[config.mk]
export PLATFORM = sky130hd
export DESIGN_NAME = fip_seq_div
export DESIGN_NICKNAME = d
export VERILOG_FILES = /design/src/rtl/fip_pkg.sv /design/src/rtl/fip_udiv_core.sv /design/src/rtl/fip_seq_div.sv
export SDC_FILE = /design/constraint.sdc
export NUM_CORES = 1
export LEC_CHECK = 0
export ABC_AREA = 1
export ABC_CLOCK_PERIOD_IN_PS = 4700
export BUFFER_PORTS_ARGS = -buffer_cell sky130_fd_sc_hd__buf_2
export CAP_MARGIN = 20
export CORE_MARGIN = 2
export CORE_UTILIZATION = 45
export CTS_CLUSTER_DIAMETER = 50
export DETAILED_ROUTE_END_ITERATION = 16
export SKIP_LAST_GASP = 1
export SLEW_MARGIN = 20
export SYNTH_ARGS = -nofsm -noshare
export SYNTH_HDL_FRONTEND = slang
export SYNTH_HIERARCHICAL = 1
export SYNTH_SLANG_ARGS = --single-unit
export TNS_END_PERCENT = 30
[constraint.sdc]
create_clock -name i_clk -period 4.7 [get_ports i_clk]
set_input_delay 0.47 -clock i_clk [delete_from_list [all_inputs] [get_ports i_clk]]
set_output_delay 0.47 -clock i_clk [all_outputs]
set_load 0.03 [all_outputs]
[src/rtl/fip_pkg.sv]
// Shared types and helpers for the fixed-point sequential divider.
// Saturation constants are computed at 64 bits and sliced by the user.
package fip_pkg;

  typedef enum logic [1:0] {
    IDLE = 2'd0,
    CALC = 2'd1,
    DONE = 2'd2
  } fip_div_state_t;

  function automatic logic [63:0] fip_max(input int w);
    return (64'd1 << (w - 1)) - 64'd1;
  endfunction

  function automatic logic [63:0] fip_min(input int w);
    return 64'd1 << (w - 1);
  endfunction

endpackage

[src/rtl/fip_udiv_core.sv]
// Unsigned restoring divider: one quotient bit per cycle, MSB first.
// The start cycle already performs the first step, so done pulses N cycles after start.
module fip_udiv_core #(
  parameter int W = 32,
  parameter int N = 48
) (
  input  logic         i_clk,
  input  logic         i_reset,
  input  logic         i_start,
  input  logic [N-1:0] i_dividend,
  input  logic [W-1:0] i_divisor,
  output logic [N-1:0] o_quotient,
  output logic         o_done
);

  localparam int CW = $clog2(N + 1);

  logic [W:0]    rem_q, rem_d;
  logic [N-1:0]  dq_q, dq_d;
  logic [W-1:0]  dvs_q;
  logic [CW-1:0] cnt_q;
  logic          busy_q, done_q;

  logic [W:0]    src_rem;
  logic [N-1:0]  src_dq;
  logic [W-1:0]  src_dvs;
  logic [W:0]    shifted;
  logic [W+1:0]  diff;
  logic          ge;

  // dq holds the unconsumed dividend bits on top and collected quotient bits below.
  always_comb begin
    src_rem = i_start ? '0 : rem_q;
    src_dq  = i_start ? i_dividend : dq_q;
    src_dvs = i_start ? i_divisor : dvs_q;
    shifted = {src_rem[W-1:0], src_dq[N-1]};
    diff    = {1'b0, shifted} - {2'b00, src_dvs};
    ge      = ~diff[W+1];
    rem_d   = ge ? diff[W:0] : shifted;
    dq_d    = {src_dq[N-2:0], ge};
  end

  always_ff @(posedge i_clk) begin
    if (i_reset) begin
      rem_q  <= '0;
      dq_q   <= '0;
      dvs_q  <= '0;
      cnt_q  <= '0;
      busy_q <= 1'b0;
      done_q <= 1'b0;
    end else begin
      done_q <= 1'b0;
      if (i_start) begin
        rem_q  <= rem_d;
        dq_q   <= dq_d;
        dvs_q  <= i_divisor;
        cnt_q  <= CW'(N - 1);
        busy_q <= 1'b1;
      end else if (busy_q) begin
        rem_q <= rem_d;
        dq_q  <= dq_d;
        cnt_q <= cnt_q - 1'b1;
        if (cnt_q == CW'(1)) begin
          busy_q <= 1'b0;
          done_q <= 1'b1;
        end
      end
    end
  end

  assign o_quotient = dq_q;
  assign o_done     = done_q;

endmodule

[src/rtl/fip_seq_div.sv]
// Signed fixed-point divider: valid/ready front end, sign handling and result formation
// around the unsigned iterative core.
module fip_seq_div
  import fip_pkg::*;
#(
  parameter int INT_BITS  = 16,
  parameter int FRAC_BITS = 16,
  parameter int SATURATE  = 1
) (
  input  logic                          i_clk,
  input  logic                          i_reset,
  input  logic                          i_valid,
  output logic                          o_ready,
  input  logic [INT_BITS+FRAC_BITS-1:0] i_dividend,
  input  logic [INT_BITS+FRAC_BITS-1:0] i_divisor,
  output logic                          o_valid,
  input  logic                          i_ready,
  output logic [INT_BITS+FRAC_BITS-1:0] o_quotient,
  output logic                          o_overflow,
  output logic                          o_div_zero,
  output fip_div_state_t                o_state
);

  localparam int W = INT_BITS + FRAC_BITS;
  localparam int N = W + FRAC_BITS;
  localparam logic [63:0] MAX64 = fip_max(W);
  localparam logic [63:0] MIN64 = fip_min(W);
  localparam logic [W-1:0] MAX_W = MAX64[W-1:0];
  localparam logic [W-1:0] MIN_W = MIN64[W-1:0];

  // Handshake: a transfer happens on any rising edge where valid and ready are both high;
  // the producer holds its data while valid is high and ready is low.
  fip_div_state_t state_q;
  logic           neg_q, valid_q, ovf_q, dz_q;
  logic [W-1:0]   quot_q;

  logic [W-1:0] mag_a, mag_b, q_lo, signed_q, res_c, dz_res;
  logic         core_start, core_done, ovf_pos, ovf_neg, ovf_c;
  logic [N-1:0] core_q;

  always_comb begin
    mag_a      = i_dividend[W-1] ? (W'(0) - i_dividend) : i_dividend;
    mag_b      = i_divisor[W-1] ? (W'(0) - i_divisor) : i_divisor;
    core_start = (state_q == IDLE) && i_valid && (i_divisor != '0);
    dz_res     = (SATURATE != 0) ? (i_dividend[W-1] ? MIN_W : MAX_W) : '0;
    // A negative result may reach one step further than a positive one.
    q_lo       = core_q[W-1:0];
    ovf_pos    = |core_q[N-1:W-1];
    ovf_neg    = (|core_q[N-1:W]) || (core_q[W-1] && (|core_q[W-2:0]));
    ovf_c      = neg_q ? ovf_neg : ovf_pos;
    signed_q   = neg_q ? (W'(0) - q_lo) : q_lo;
    res_c      = (ovf_c && (SATURATE != 0)) ? (neg_q ? MIN_W : MAX_W) : signed_q;
  end

  fip_udiv_core #(.W(W), .N(N)) u_core (
    .i_clk      (i_clk),
    .i_reset    (i_reset),
    .i_start    (core_start),
    .i_dividend ({mag_a, {FRAC_BITS{1'b0}}}),
    .i_divisor  (mag_b),
    .o_quotient (core_q),
    .o_done     (core_done)
  );

  always_ff @(posedge i_clk) begin
    if (i_reset) begin
      state_q <= IDLE;
      neg_q   <= 1'b0;
      valid_q <= 1'b0;
      ovf_q   <= 1'b0;
      dz_q    <= 1'b0;
      quot_q  <= '0;
    end else begin
      case (state_q)
        IDLE: if (i_valid) begin
          neg_q <= i_dividend[W-1] ^ i_divisor[W-1];
          if (i_divisor == '0) begin
            state_q <= DONE;
            valid_q <= 1'b1;
            ovf_q   <= 1'b0;
            dz_q    <= 1'b1;
            quot_q  <= dz_res;
          end else begin
            state_q <= CALC;
          end
        end
        CALC: if (core_done) begin
          state_q <= DONE;
          valid_q <= 1'b1;
          ovf_q   <= ovf_c;
          dz_q    <= 1'b0;
          quot_q  <= res_c;
        end
        DONE: if (i_ready) begin
          state_q <= IDLE;
          valid_q <= 1'b0;
        end
        default: state_q <= IDLE;
      endcase
    end
  end

  assign o_ready    = (state_q == IDLE) && !i_reset;
  assign o_valid    = valid_q;
  assign o_quotient = quot_q;
  assign o_overflow = ovf_q;
  assign o_div_zero = dz_q;
  assign o_state    = state_q;

endmodule

; After elaboration in Yosys (flattened, before gate mapping)
; Index checks and enable logic that the tools add are counted.
[word_totals]
register_bits = 158
inputBits = 68
output_inout_bits = 38
elab_cells = 90
[classes]
addsub = 5
n_eq_ne = 7
n_mux = 41
bitwise = 3
reduce_logical = 21
[op_table]
columns = op, n
row1 = two-way mux 32 bit, 14
row2 = two-way mux 48 bit, 3
row3 = "subtractor 1 x 32 -> 32 bit, first input constant", 3
row4 = case mux 32 bit (2 select lines), 1
row5 = subtractor 33 x 32 -> 34 bit, 1
row6 = logical NOT 32 bit, 1
row7 = nonzero test 32 bit, 1
row8 = OR reduction 31 bit, 1
row9 = OR reduction 17 bit, 1
row10 = OR reduction 16 bit, 1
row11 = two-way mux 1 bit, 13
row12 = two-way mux 6 bit, 2
row13 = two-way mux 2 bit, 4
row14 = "== test 6 x 1 -> 1 bit, second input constant", 1
row15 = "!= test 2 bit, second input constant", 3
row16 = case mux 2 bit (3 select lines), 1
row17 = "subtractor 6 x 1 -> 6 bit, second input constant", 1
row18 = AND reduction 5 bit, 1
row19 = logical AND 1 bit, 4
row20 = case mux 1 bit (2 select lines), 2
row21 = AND reduction 4 bit, 1
row22 = nonzero test 2 bit, 2
row23 = case mux 1 bit (3 select lines), 1
row24 = AND reduction 3 bit, 1
row25 = other kinds (12), 13

; Depth between registers and ports, before layout
; Gate-level depths: netlist of the first run.
[logic_depth]
ltp_word = 8
depth_mapped = 30
depth_no_buf = 28

; Cells and area by module
; Netlist of the first run, hierarchy kept.
[by_module_without_submodules]
columns = mod, instances, cells_each, area_per_inst_um2, seq_area_each_um2
row1 = fip_udiv_core, 1, 1247, 7842.5, 2402.3
row2 = fip_seq_div, 1, 715, 4264.1, 760.7

; Worst setup path after synthesis of the first run
; No wires, ideal clock.
[synth_timing]
kind = input -> register
from = input port i_divisor[0]
to = register u_core.rem_q[3]
setup_ns = 0.117
arrival_time_ns = 3.551
slack_ns = 1.032
path_stages = 27
path_buffers = 4
cell_sequence = inv_1 > ha_1 > inv_1 > nor3_2 > nand3_2 > nor2_4 > nand2_2 > nor2_4 > nor2_1 > buf_6 > clkbuf_1 > buf_2 > mux2i_1 > ha_1 > nand2_2 > inv_1 > a21oi_2 > nand3_2 > nand2_1 > nand2_1 > nand2_4 > nand2_8 > inv_6 > buf_6 > nor2_1 > nor2_1 > nor2_1
[synth_via]
elab_chain_cells = 7
word_cells_on_any_way = 12
cone_classes = add/sub: 2 / mux: 7 / reduce/logical: 3
[synth_lines]
columns = item, line
row1 = "start, declared", fip_seq_div.sv:15  ; input logic [INT_BITS+FRAC_BITS-1:0] i_divisor,
row2 = nonzero test 32 bit (*), fip_seq_div.sv:44  ; core_start = (state_q == IDLE) && i_valid && (i_divisor != '0);
row3 = logical AND 1 bit (*), fip_seq_div.sv:44
row4 = via core_start, fip_seq_div.sv:38  ; logic core_start, core_done, ovf_pos, ovf_neg, ovf_c;
row5 = two-way mux 48 bit (tied with other cells), fip_udiv_core.sv:34  ; src_dq = i_start ? i_dividend : dq_q;
row6 = subtractor 33 x 32 -> 34 bit, fip_udiv_core.sv:37  ; diff = {1'b0, shifted} - {2'b00, src_dvs};
row7 = two-way mux 32 bit, fip_udiv_core.sv:39  ; rem_d = ge ? diff[W:0] : shifted;
row8 = two-way mux 32 bit, fip_udiv_core.sv:59  ; end else if (busy_q) begin
row9 = two-way mux 32 bit, fip_udiv_core.sv:53  ; if (i_start) begin
row10 = "end signal, assigned", fip_udiv_core.sv:54  ; rem_q <= rem_d;
row11 = "end signal, assigned", fip_udiv_core.sv:60  ; rem_q <= rem_d;
row12 = "end, declared", fip_udiv_core.sv:18  ; logic [W:0] rem_q, rem_d;
; Mark *: on every way through the listed nets, which the timed path passes. The rest lies on a longest branch. The select of a mux whose other input is x is not followed.
; A chain may end at the register's enable or synchronous reset.

; Final worst setup path of the first run
[layout_timing]
from = register state_q[0] (netlist: o_state[0])
to = register u_core.rem_q[26]
[layout_via]
elab_chain_cells = 8
word_cells_on_any_way = 11
cone_classes = add/sub: 1 / mux: 6 / reduce/logical: 4
[layout_lines]
columns = item, line
row1 = "start, declared", fip_seq_div.sv:33  ; fip_div_state_t state_q;
row2 = "start signal, assigned", fip_seq_div.sv:67  ; state_q <= IDLE;
row3 = "start signal, assigned", fip_seq_div.sv:78  ; state_q <= DONE;
row4 = "start signal, assigned", fip_seq_div.sv:84  ; state_q <= CALC;
row5 = logical NOT 2 bit (*), fip_seq_div.sv:44
row6 = logical AND 1 bit (*) (2 in series), fip_seq_div.sv:44
row7 = via core_start, fip_seq_div.sv:38
row8 = two-way mux 48 bit (tied with other cells), fip_udiv_core.sv:34
row9 = subtractor 33 x 32 -> 34 bit, fip_udiv_core.sv:37
row10 = two-way mux 32 bit, fip_udiv_core.sv:39
row11 = two-way mux 32 bit, fip_udiv_core.sv:59
row12 = two-way mux 32 bit, fip_udiv_core.sv:53
; Marks and branches as above.

==> run metrics, run 1 <==
status finished clean; initial DRC count 846; Final Hold Vio Count 0; commonest register cell after synthesis dfxtp_1; number of global-route vias before repair 11.45k; metal2 WL 16,020 um; post-route minimum period 4.229 ns; post-synthesis mux area share 2.563%; hold path cells 3; post-CTS sizing 0; gp weighted congestion 1.024; pin count of the biggest net entering global routing 67; reg2reg end u_core/rem_q[26]; Adder-Cell Fraction of Synth Area 3.989%; vias per cell 5.022; Ant. Diodes 0; most common cell after layout, fill and taps aside nand2_1; residual DRC count 0; Post-Place Setup Slack 0.1642 ns; setup violators final 0; Core Rows 60; clk_lat worst skew 0.44 ns; synth-to-layout area growth 11.94%; Leak 6.981 nW; drt total wl 34,500 um; Synth Cell Area 12,110 sq um; hold path start i_divisor[0]; crit path kind flip-flop to flip-flop; Post-Synthesis Cells 1,962; initial antenna violation count 0; Switching Power 2.470 mW; clock slew at reported path FFs 0.08 ns; Power Density 414.7 nW/um^2; commonest cells after routing, fill and taps aside 476 x nand2_1, 316 x inv_1, 281 x nor2_1; Clk pwr share 25.7%; Die Area 28,230 sq um; slew margin rel. 42.78%; uppermost routed layer met4; Synth Register Bits 158; reg-to-reg slack, setup 0.47 ns; register area share after synthesis 26.13%; Hold Path End u_core/dvs_q[0]; post-detail-place hpwl 26,940 um; Reg power frac 28.1%; Critical Path Start Type flip-flop; RSZ-0062 raised after global routing no; share of cells above drive strength 1 11.89%; TritonCTS clock tree yes; Cell variety after synth 54; Util after Layout 50.85%; HP Class input port to flip-flop; largest family of logic cells by synthesized area simple AND/OR/NAND/NOR gates; max cap viols 0; clock sinks 158; total global-route track usage 24.89%; achievable frequency 236.5 MHz; Die X 168.0 um; post-synthesis simple-gate area fraction 34.61%; R2R depth 19; TNS Setup 0 ns; Max FO, Critical Path 27; Die Y 168.0 um; CTS max path bufs 2; worst r2r src o_state[0]; FF+latch area 3163 sq um; worst setup margin 0.4710 ns; footprint of the multi-input gates 7392 sq um; core area 26,650 sq um; Compound-Gate Fraction of Synth Area 13.53%; total of warnings raised by yosys 6; Crit path arrival time 4.58 ns; grt total ovfl 0; CTS root buf clkbuf_16; switching share of total power 43.95%; post-DR wirelength/cell 14.31 um; final-stage net count 2,162; Max Slew Vio Count 0; Pint 3.150 mW; # IOs 106; synthesized area per cell 6.171 sq um; DRT Pass-1 Iters 7; Setup crit end kind flip-flop; combinational share of power 46.2%; asr flop ratio synth 0%; metal1 wirelength 16,410 um; maximum vdd drop 0.0002426 V; H-tree Lvls 4; Post-synth EDFFs 0; Worst Tran Pin Value 0.8573 ns; post-CTS setup buffers 0; initial core utilization 45.43%; cts bufs inserted 17; IO Port Bufs 105; first-pass GRT wire length 57,160 um; count of hold-fix buffers inserted at cts 0; fillcell total 2,807; Post-Synth XOR/XNOR Area 5.788%; Worst EP required 5.05 ns; met3 routed WL 1414 um; Worst Clk Skew 0.02152 ns; Vias 12.10k; fin crit share 89.98%; post-route ant nets 0
## power groups by stage
stage	clock (mW)	sequential [mW]	combinational [mW]
2_1_floorplan	0	1.63	1.92
3_3_place_gp	0	1.61	2.56
3_5_place_dp	0	1.61	2.57
4_1_cts	1.48	1.58	2.58
5_1_grt	1.53	1.60	2.94
6_report	1.44	1.58	2.59
## area by class of cell
type	instances	area share (%)
multi-input cells	1423	54.55
clock buffers	18	3.167
clock inverters	14	1.293
flip-flops and latches	158	23.34
inverters	327	9.205
repair buffers	129	5.300
well taps	341	3.148
## critical path, stage by stage, from the launching register on
cell	delay [ns]
dfxtp_1	0.38
nor2_1	0.11
inv_1	0.08
nor2_1	0.16
inv_1	0.11
nor2_4	0.63
buf_4	0.43
mux2i_1	0.29
ha_1	0.33
a21oi_1	0.24
o21ai_0	0.16
nand2_1	0.09
nand2_1	0.08
a21oi_4	0.27
nand2_8	0.20
inv_6	0.26
nand2_1	0.08
nand2_1	0.06
inv_1	0.04
a21oi_1	0.10
## worst max-delay path by stage
| stage | start | to | cells after the start |
|---|---|---|---|
| 2_1_floorplan | i_divisor[0] | u_core/rem_q[3] | 27 |
| 3_3_place_gp | i_divisor[0] | u_core/rem_q[26] | 24 |
| 3_5_place_dp | i_divisor[0] | u_core/rem_q[26] | 24 |
| 4_1_cts | o_state[0] | u_core/rem_q[26] | 19 |
| 5_1_grt | o_state[0] | u_core/rem_q[27] | 19 |
| 6_report | o_state[0] | u_core/rem_q[26] | 19 |
## stage by stage
step	total power, mW	std cells	instance area (sq um)	hold slack (ns)
final	5.620	2410	13550	0.3404
after global routing	6.075	2410	13550	0.3707
after CTS	5.643	2410	13550	0.3360
after detailed placement	4.182	2378	12950	0.4590
after global placement	4.169	2378	12950	0.4480
after floorplan	3.548	1977	12160	0.4453
## kinds of logic after synthesis
| logic type | Yosys count |
|---|---|
| adders and majority gates | 38 |
| xor gates and xnor gates | 80 |
| buffers and inverters | 396 |
| muxes | 31 |
| DFF | 158 |
| and+or+nand+nor | 979 |
| AOI/OAI and AO/OA | 279 |
| other | 1 |
## cells in the mapped netlist (4+ instances only)
library cell	instances	area share, %
dfxtp_1	158	26
clkbuf_1	47	1.5
buf_6	9	0.84
xor2_1	58	4.2
nand3_1	114	4.7
o31ai_1	6	0.37
xnor2_1	22	1.6
ha_1	37	3.8
nor3_2	6	0.50
a21oi_2	25	1.8
o221ai_1	19	1.4
buf_1	4	0.12
nand2_2	7	0.36
nand4_1	18	0.93
nand3b_1	8	0.50
o21bai_1	5	0.31
nor4_1	7	0.36
or2_2	11	0.57
nor2_4	5	0.47
o21ai_1	21	0.87
nor3_1	21	0.87
nand2_1	476	15
a21oi_1	73	3.0
nor2_2	10	0.52
mux2i_1	31	2.6
a31oi_1	7	0.36
inv_1	317	9.8
o21ai_0	112	4.6
nor2_1	283	8.8
buf_2	6	0.25
inv_2	4	0.12
nand3_2	4	0.33
## registers in the layout (all words and copies together) (netlist names)
register,count
u_core/o_quotient,48
o_state,2
neg_q,1
o_quotient,32
u_core/dvs_q,32
u_core/cnt_q,6
o_valid,1
o_div_zero,1
u_core/rem_q,32
u_core/o_done,1
u_core/busy_q,1
o_overflow,1
## routing by layer
metal,vias up,global-route usage (%)
met5,-,0
met4,0,6.541
met3,41,3.268
met2,247,42.47
met1,5485,33.16
li1,6331,-
Note: power is estimated with default switching activity, not from simulation.
==> run 2: changes to the inputs <==
CAP_MARGIN = unset   (was 20)
RECOVER_POWER = 50   (was unset)
==> run metrics, run 2 (same netlist as run 1, synthesis figures left out) <==
max cap viols 1; Leak 6.817 nW; Hold Path End u_core/dvs_q[0]; Die Y 168.0 um; Largest register FFs 48; IO Port Bufs 105; TNS Setup 0 ns; delay-heaviest family, CP simple AND/OR/NAND/NOR gates; worst-path cell chain nor2_1 > inv_1 > nor2_1 > inv_1 > nor2_4 > clkbuf_1 > mux2i_1 > ha_1 > nand2_1 > nand2_1 > nand2_1 > nand2_1 > nand2_1 > nand3_1 > a21oi_4 > nand2_8 > inv_6 > nand2_1 > nand2_1 > inv_1 > a21oi_1; Pwr Total 5.616 mW; switching share of total power 44.04%; post-route cell area 13,480 sq um; TritonCTS clock tree yes; GR Util met1 33.16%; # IOs 106; Ant. Diodes 0; cts bufs inserted 17; R2R depth 21; Vias 12.17k; Max Slew Vio Count 0; met3 Use GR 3.268%; setup violators final 0; hold path start i_divisor[0]; total global-route track usage 24.89%; initial antenna violation count 0; CP bufs+invs 5; Critical Path Start Type flip-flop; H-tree Lvls 4; RSZ-0062 raised after global routing no; first-pass GRT wire length 57,160 um; initial DRC count 800; residual DRC count 0; Core Rows 60; Area after DPL 12,950 sq um; fin crit share 90.39%; clock slew at reported path FFs 0.08 ns; hold path cells 3; cell mode on critical path nand2_1; count of hold-fix buffers inserted at cts 0; Post-Place Setup Slack 0.1642 ns; Die X 168.0 um; post-route ant nets 0; grt total ovfl 0; Reg power frac 28.2%; failing checks capacitance limit; GR Util met2 42.47%; slew margin rel. 0.06835%; pin count of the biggest net entering global routing 67; DRT Pass-1 Iters 5; achievable frequency 235.4 MHz; vias per cell 5.048; worst r2r src o_state[0]; clock sinks 158; Max FO, Critical Path 27; Switching Power 2.474 mW; Worst EP required 5.06 ns; Power Density 416.5 nW/um^2; post-detail-place hpwl 26,940 um; most common cell after layout, fill and taps aside nand2_1; HP Class input port to flip-flop; Stages on worst setup path 21; maximum vdd drop 0.0002451 V; commonest cells after routing, fill and taps aside 476 x nand2_1, 317 x inv_1, 283 x nor2_1; share of cells above drive strength 1 9.715%; crit path kind flip-flop to flip-flop; Clk pwr share 25.7%; busiest layer in global routing met2; post-CTS setup buffers 0; Slowest-stage cell, CP nor2_4; core area 26,650 sq um; gp weighted congestion 1.024; combinational share of power 46.1%; worst setup margin 0.4517 ns; Die Area 28,230 sq um; post-DR wirelength/cell 14.37 um; number of global-route vias before repair 11.45k; status finished, violations left; drt total wl 34,640 um; synth-to-layout area growth 11.37%; clk_lat worst skew 0.44 ns; Crit path arrival time 4.60 ns; Slowest Stage Delay on Critical Path 0.64 ns; Setup crit end kind flip-flop; initial core utilization 45.43%; post-CTS sizing 0; Worst Tran Pin Value 1.499 ns; Pint 3.143 mW; final-stage net count 2,162; CTS max path bufs 2; post-route minimum period 4.248 ns; Final Hold Vio Count 0; CTS root buf clkbuf_16; Worst Clk Skew 0.02154 ns; reg-to-reg slack, setup 0.45 ns; reg2reg end u_core/rem_q[26]; fillcell total 2,832
==> run 2: changes by cell type in the layout (fill, tap and decap cells not counted), sizes merged <==
cell | previous run | this run
clkbuf | 18 | 59
buf | 129 | 88
==> run 2: worst register-to-register path: cells and delay by family, from the launching register on <==
family | cells | cell delay, ns
flip-flops | 1 | 0.37
adder cells (fa/ha/maj) | 1 | 0.34
multiplexers | 1 | 0.34
buffers and inverters | 5 | 0.89
AND/OR/NAND/NOR | 12 | 1.79
AO/OA/AOI/OAI | 2 | 0.41
==> run 2: area by class of cell <==
type | count | area (sq um) | share of cell area (%)
Clock buffer | 18 | 429.2 | 3.183
Clock inverter | 14 | 175.2 | 1.299
Inverter | 327 | 1247 | 9.252
Multi-Input combinational cell | 1423 | 7378 | 54.72
Sequential cell | 158 | 3163 | 23.46
Tap cell | 341 | 426.7 | 3.164
Timing Repair Buffer | 129 | 663.1 | 4.918
==> run 2: power by group through the flow <==
stage / registers [mW] / clock network, mW / logic (mW)
2_1_floorplan: 1.63 / 0 / 1.92
3_3_place_gp: 1.61 / 0 / 2.56
3_5_place_dp: 1.61 / 0 / 2.57
4_1_cts: 1.58 / 1.48 / 2.58
5_1_grt: 1.60 / 1.53 / 2.93
6_report: 1.58 / 1.44 / 2.59
==> run 2: worst max path at each step <==
stage | start | endpoint
floorplan | i_divisor[0] | u_core/rem_q[3]
global placement | i_divisor[0] | u_core/rem_q[26]
detailed placement | i_divisor[0] | u_core/rem_q[26]
CTS | o_state[0] | u_core/rem_q[26]
global route | o_state[0] | u_core/rem_q[27]
finish | o_state[0] | u_core/rem_q[26]
==> run 2: routing by layer <==
metal / share of wire [%] / vias to the layer above
li1: - / 6334
met1: 48 / 5528
met2: 46 / 265
met3: 4.2 / 39
met4: 1.8 / 0
met5: 0 / -
==> run 2: stage by stage <==
step                      hold slack [ns]  instances  util (%)
after global placement             0.4480       2378     48.58
after detailed placement           0.4590       2378     48.58
after floorplan                    0.4453       1977         -
after global routing               0.3707       2410     50.59
after CTS                          0.3360       2410     50.85
final                              0.3369       2410     50.59
